`config.mk`:
```
export PLATFORM = sky130hd
export DESIGN_NAME = sha_block_word_streamer
export DESIGN_NICKNAME = d
export VERILOG_FILES = /design/src/rtl/sha_block_word_streamer.sv
export SDC_FILE = /design/constraint.sdc
export NUM_CORES = 2
export LEC_CHECK = 0
export ABC_AREA = 1
export CAP_MARGIN = 25
export CORE_AREA = 4 4 411 413
export CTS_CLUSTER_DIAMETER = 40
export CTS_CLUSTER_SIZE = 28
export DETAILED_ROUTE_END_ITERATION = 7
export DIE_AREA = 0 0 415 417
export MAX_ROUTING_LAYER = met4
export PLACE_DENSITY = 0.48
export SYNTH_ARGS = -nofsm -noshare
export SYNTH_HDL_FRONTEND = slang
export SYNTH_SLANG_ARGS = --single-unit
```
`constraint.sdc`:
```
create_clock -name clk -period 1.9 [get_ports clk]
set_input_delay 0.57 -clock clk [delete_from_list [all_inputs] [get_ports clk]]
set_output_delay 0.57 -clock clk [all_outputs]
set_load 0.01 [all_outputs]
```
`src/rtl/sha_block_word_streamer.sv`:
```
// Splits a padded multi-block message into WORD_W-bit schedule words, MSB-first, under valid/ready backpressure.
// Optional WORD_BSWAP_EN: byte-reverse each word at the output register load.
module sha_block_word_streamer #(
  parameter  int WORD_W          = 32,
  parameter  int WORDS_PER_BLOCK = 16,
  parameter  int NUM_BLOCKS      = 2,
  localparam int MSG_W           = WORD_W * WORDS_PER_BLOCK * NUM_BLOCKS,
  localparam int WI_W            = $clog2(WORDS_PER_BLOCK),
  localparam int BI_W            = (NUM_BLOCKS > 1) ? $clog2(NUM_BLOCKS) : 1
) (
  input  logic              clk,
  input  logic              rst_n,
  input  logic              flush,
  input  logic              msg_valid,
  output logic              msg_ready,
  input  logic [MSG_W-1:0]  message,
  output logic              word_valid,
  input  logic              word_ready,
  output logic [WORD_W-1:0] word_data,
  output logic [WI_W-1:0]   word_idx,
  output logic [BI_W-1:0]   blk_idx,
  output logic              last_in_blk,
  output logic              last_in_msg
);

  if (NUM_BLOCKS < 1 || WORDS_PER_BLOCK < 2 || (WORD_W % 8) != 0) begin : g_bad_cfg
    $error("sha_block_word_streamer: need NUM_BLOCKS>=1, WORDS_PER_BLOCK>=2, WORD_W%%8==0");
  end

  typedef enum logic {IDLE, STREAM} state_t;

  state_t             state, nxt_state;
  logic [MSG_W-1:0]   msg_buf, nxt_buf;
  logic [WORD_W-1:0]  nxt_data;
  logic [WI_W-1:0]    nxt_widx;
  logic [BI_W-1:0]    nxt_bidx;
  logic               nxt_wv, nxt_mr, nxt_lb, nxt_lm;

  function automatic logic [WORD_W-1:0] fmt(input logic [WORD_W-1:0] w);
    logic [WORD_W-1:0] r;
`ifdef WORD_BSWAP_EN
    for (int b = 0; b < WORD_W/8; b++)
      r[b*8 +: 8] = w[WORD_W-8-b*8 +: 8];
`else
    r = w;
`endif
    return r;
  endfunction

  always_comb begin
    nxt_state = state;
    nxt_buf   = msg_buf;
    nxt_data  = word_data;
    nxt_widx  = word_idx;
    nxt_bidx  = blk_idx;
    nxt_wv    = word_valid;
    nxt_mr    = msg_ready;
    nxt_lb    = last_in_blk;
    nxt_lm    = last_in_msg;
    if (flush) begin
      // Abort wins over both handshakes; a coinciding transfer does not advance the buffer.
      nxt_state = IDLE;
      nxt_wv    = 1'b0;
      nxt_mr    = 1'b1;
      nxt_widx  = '0;
      nxt_bidx  = '0;
      nxt_lb    = 1'b0;
      nxt_lm    = 1'b0;
    end else begin
      case (state)
        IDLE: begin
          nxt_mr = 1'b1;
          if (msg_valid && msg_ready) begin
            nxt_state = STREAM;
            nxt_buf   = message;
            nxt_data  = fmt(message[MSG_W-1 -: WORD_W]);
            nxt_widx  = '0;
            nxt_bidx  = '0;
            nxt_wv    = 1'b1;
            nxt_mr    = 1'b0;
            nxt_lb    = 1'b0;
            nxt_lm    = 1'b0;
          end
        end
        STREAM: begin
          if (word_ready) begin
            if (last_in_msg) begin
              nxt_state = IDLE;
              nxt_wv    = 1'b0;
              nxt_mr    = 1'b1;
              nxt_widx  = '0;
              nxt_bidx  = '0;
              nxt_lb    = 1'b0;
              nxt_lm    = 1'b0;
            end else begin
              // Top word of msg_buf is the one on word_data; the next one sits just below it.
              nxt_buf  = msg_buf << WORD_W;
              nxt_data = fmt(msg_buf[MSG_W-WORD_W-1 -: WORD_W]);
              if (last_in_blk) begin
                nxt_widx = '0;
                nxt_bidx = blk_idx + BI_W'(1);
              end else begin
                nxt_widx = word_idx + WI_W'(1);
              end
              nxt_lb = (nxt_widx == WI_W'(WORDS_PER_BLOCK-1));
              nxt_lm = nxt_lb && (nxt_bidx == BI_W'(NUM_BLOCKS-1));
            end
          end
        end
        default: nxt_state = IDLE;
      endcase
    end
  end

  always_ff @(posedge clk or negedge rst_n) begin
    if (!rst_n) begin
      state       <= IDLE;
      msg_buf     <= '0;
      word_data   <= '0;
      word_idx    <= '0;
      blk_idx     <= '0;
      word_valid  <= 1'b0;
      msg_ready   <= 1'b0;
      last_in_blk <= 1'b0;
      last_in_msg <= 1'b0;
    end else begin
      state       <= nxt_state;
      msg_buf     <= nxt_buf;
      word_data   <= nxt_data;
      word_idx    <= nxt_widx;
      blk_idx     <= nxt_bidx;
      word_valid  <= nxt_wv;
      msg_ready   <= nxt_mr;
      last_in_blk <= nxt_lb;
      last_in_msg <= nxt_lm;
    end
  end

endmodule

```
Word level (Yosys, flattened, before mapping)
Cells that the tools add are included.
{"block": "op_classes", "n_eq_ne": 7, "reduce_logical": 6, "add_sub_neg": 2, "bitwise": 2, "n_mux": 51}
{"op": "$mux 992", "n": 3}
{"op": "$pmux 992 s2", "n": 1}
{"op": "$mux 32", "n": 3}
{"op": "$pmux 32 s2", "n": 1}
{"op": "$mux 4", "n": 9}
{"op": "$mux 1", "n": 27}
{"op": "$pmux 1 s2", "n": 6}
{"op": "$ne 3x3->1 const B", "n": 3}
{"op": "$pmux 4 s2", "n": 1}
{"op": "$ne 2x2->1 const B", "n": 3}
{"op": "$add 4x1->4 const B", "n": 1}
{"op": "$eq 4x4->1 const B", "n": 1}
{"op": "$reduce_and 2->1", "n": 2}
{"op": "$reduce_and 4->1", "n": 1}
{"op": "$reduce_and 3->1", "n": 1}
{"op": "$logic_and 1x1->1", "n": 2}
{"op": "$not 1->1", "n": 2}
{"op": "$add 1x1->1 const B", "n": 1}
{"block": "totals", "out_inout_bits": 41, "inputBits": 1029, "wordCells": 77, "ff_bits": 1034}

Logic depth before layout (Yosys ltp)
{"block": "depth", "ltp_word": 12, "ltp_mapped": 11, "depth_no_buf": 7}

Least setup slack after synthesis
OpenSTA, ideal clock, no wires.
{"block": "synth_path", "path_kind": "input to register", "start": "input port msg_valid", "end": "register msg_buf[708]", "slack_ns": -0.007, "t_arrival_ns": 1.775, "setup_ns": 0.132, "required_time_ns": 1.768, "path_stages": 10, "path_buffers": 5, "cell_sequence": "nand2_1 > o21ai_2 > nand2_2 > buf_4 > buf_6 > buf_4 > buf_6 > buf_2 > nand2_1 > o21ai_1"}
{"block": "synth_via", "elab_chain_len": 3}
{"element": "from (decl)", "line_no": "14", "source": "input logic msg_valid,"}
{"element": "$logic_and 1x1->1", "line_no": "73", "source": "if (msg_valid && msg_ready) begin"}
{"element": "$ne 2x2->1 (no source line)"}
{"element": "$reduce_and 4->1 (no source line)"}
{"element": "to (signal assigned)", "line_no": "128", "source": "msg_buf <= nxt_buf;"}
{"element": "to (decl)", "line_no": "33", "source": "logic [MSG_W-1:0] msg_buf, nxt_buf;"}
No other way between the ends.
A chain may end at the register's enable or synchronous reset.

Final worst setup path
{"block": "layout_path", "start": "register word_data[30]", "end": "output port word_data[30]"}
{"element": "from (decl)", "line_no": "19", "source": "output logic [WORD_W-1:0] word_data,"}
{"element": "from (signal assigned)", "line_no": "129", "source": "word_data <= nxt_data;"}
No word-level cell between the ends.

==> results.tsv <==
metric	value	unit
status	complete, but fails checks	
violations	negative setup slack	
ir_drop	0.8053	mV
ios	1070	
required	1.33	ns
setup_viol	16	
synth.ff_latch_count	1034	
setup_ws	-0.07368	ns
dp_hpwl	142900	um
routed_via_density	4.585	
cp.arrival	1.40	ns
nNetsFinal	6799	
clock_path_buffers	3	
firstDrtPassIters	5	
grt.overflow.total	0	
cts.sinks	1034	
synth_cell_type_count	22	
clock_latency	0.81	ns
relSlewSlack	58.79	%
grt_start_max_net_pins	83	
hold_slack	0.2435	ns
antenna_found_initial	88	
vias	37580	
end_kind	output pin	
fillers	16120	
grt_pass1_vias	39290	
synth_top_area_share	55.35	%
root_buffer	clkbuf_16	
ys_seq_area_share	55.35	%
synth_cells	4542	
path_cells	buf_6	
layout_common_cells	nand2_1 (1047), dfrtp_1 (1032), clkdlybuf4s50_1 (1027), mux2i_1 (939), o21ai_0 (652)	
final_layout_size_suffix_gt1_share	12.17	%
p_leak	30.28	nW
max_stage_delay	0.45	ns
startpoint_type	flop	
hp-class	in -> async	
cts_inserted_buffers	193	
cts_max_level	4	
fmax	506.7	MHz
ant_nets	0	
tightest_slew	0.6182	ns
cp_slowest_cell	dfrtp_2	
synth_area	46750	um2
critical_path.top_delay_family	flip-flops	
start_util	28.37	%
multi_input_area	19270	um2
dieArea	173100	um2
cts_tree	built	
yosysWarnings	0	
synth.avg_cell_area	10.29	um2
die_h	417	um
maxSlewViolCount	0	
port_buffers	1069	
wl_per_cell	22.56	um
drv_cap	0	
crit_buf_inv	1	
area_growth	49.36	%
skew	0.04237	ns
synth_top_cell_by_area	dfrtp_1	
syn-num-nets	5572	
rsz0062_at_grt	yes	
path_class	reg -> out	
gp_congestion	0.8936	
grt_first_pass_wirelength	267700	um
clk_pin_slew	0.05	ns
fin_crit	1.974	ns
cp_max_fo	2	
tns	-0.2192	ns
core	164800	um2
wl	184900	um
area.sequential	25880	um2
die_width	415	um
final_common_cell	nand2_1	
power.density	1363	nW/um2
finalHoldViolCount	0	
rows	149	
drc	0	
drt_iter0_markers	2646	
grt_use_total	21.40	%
synth_area_leaders	dfrtp_1 (55%), mux2i_1 (21%), nand2_1 (8.4%), o21ai_0 (7.0%), o21ai_1 (4.4%)	
fin_crit_sh	103.9	%
-- per-stage QoR --
stage	util (%)	cells	area (um2)	worst slack, ns	power (mW)
after CTS	42.11	8113	69400	-0.1342	96.12
after global routing	42.37	8193	69820	-0.1223	100.8
final	42.37	8196	69830	-0.07368	95.18
after detailed placement	37.63	7737	62020	-0.5880	57.38
after global placement	37.63	7737	62020	-0.5549	56.86
after floorplan	-	4542	46810	0.02082	46.74
-- state kept, by name, indices dropped and copies added, names as in the netlist --
name / cells
msg_ready: 1
word_idx: 4
msg_buf: 992
word_valid: 1
state: 1
word_data: 32
last_in_msg: 1
blk_idx: 1
last_in_blk: 1
-- cells in the mapped netlist (all sizes together) --
| library cell | instances |
|---|---|
| o21ai | 1063 |
| nand2 | 1049 |
| dfrtp | 1034 |
| mux2i | 960 |
| buf | 216 |
| clkbuf | 127 |
| inv | 45 |
| nand3 | 36 |
| nor2 | 6 |
| a21oi | 1 |
| ha | 1 |
| nand2b | 1 |
| nand4 | 1 |
| o22ai | 1 |
| xnor2 | 1 |
-- power by group --
group          switching [mW]  internal, mW  total, mW
Combinational            10.3          10.4       20.8
Clock                    13.0          25.2       38.1
Sequential               5.81          30.5       36.3
Total                    29.1          66.1       95.2
-- final timing paths --
kind | endpoint | depth (start not counted) | slack, ns | startpoint
max | word_data[30] | 1 | -0.07 | word_data[30]
min | msg_buf[400] | 2 | 0.24 | rst_n
max reg2reg | msg_buf[757] | 6 | 0.05 | state
min reg2reg | msg_buf[192] | 2 | 0.48 | msg_buf[192]
max in group asynchronous | msg_buf[31] | 4 | 0.75 | rst_n
min in group clk | msg_buf[24] | 3 | 0.33 | message[24]
-- worst register-to-register path, stage by stage (launching register included) --
cell and delay [ns]:
dfrtp_4 0.54, buf_16 0.19, buf_12 0.16, buf_12 0.19, buf_16 0.25, mux2i_2 0.32, o21ai_1 0.08
-- what timing repair did --
| item | 4_1_cts | 5_1_grt |
|---|---|---|
| resized for setup | 212 | 37 |
| hold buffers | 1 | 0 |
| buffers inserted | 14 | 9 |
| endpoints found under the setup margin | 55 | 85 |
| endpoints found under the hold margin | 73 | 0 |
| cloned | 1 | 1 |
| pin swaps | 0 | 0 |
-- cell families (layout without fill, tap and decap cells) --
kind of cell / after synthesis / after routing / share of synthesized area, %
and+or+nand+nor: 1093 / 1093 / 8.888
AOI/OAI and AO/OA: 1065 / 1065 / 11.41
DFF: 1034 / 1034 / 55.35
muxes: 960 / 960 / 20.55
buffers and inverters: 388 / 1780 / 3.752
adders and majority gates: 1 / 1 / 0.02676
xor gates and xnor gates: 1 / 1 / 0.01874
other: 0 / 73 / 0
-- layout make-up --
| class | count | area share (%) |
|---|---|---|
| inverters | 45 | 0.2419 |
| diodes | 73 | 0.2616 |
| clock inverters | 132 | 3.017 |
| clock buffers | 228 | 7.377 |
| multi-input cells | 3120 | 27.59 |
| well taps | 2189 | 3.922 |
| flip-flops and latches | 1034 | 37.06 |
| repair buffers | 1375 | 20.53 |
-- layer usage --
layer | global-route usage (%) | vias up | wire [um]
li1 | - | 18230 | -
met1 | 24.64 | 18080 | 74510
met2 | 36.75 | 1007 | 96230
met3 | 5.112 | 265 | 9849
met4 | 6.926 | 0 | 4283
met5 | - | - | 0
No activity file was read; power rests on OpenSTA's default activity.
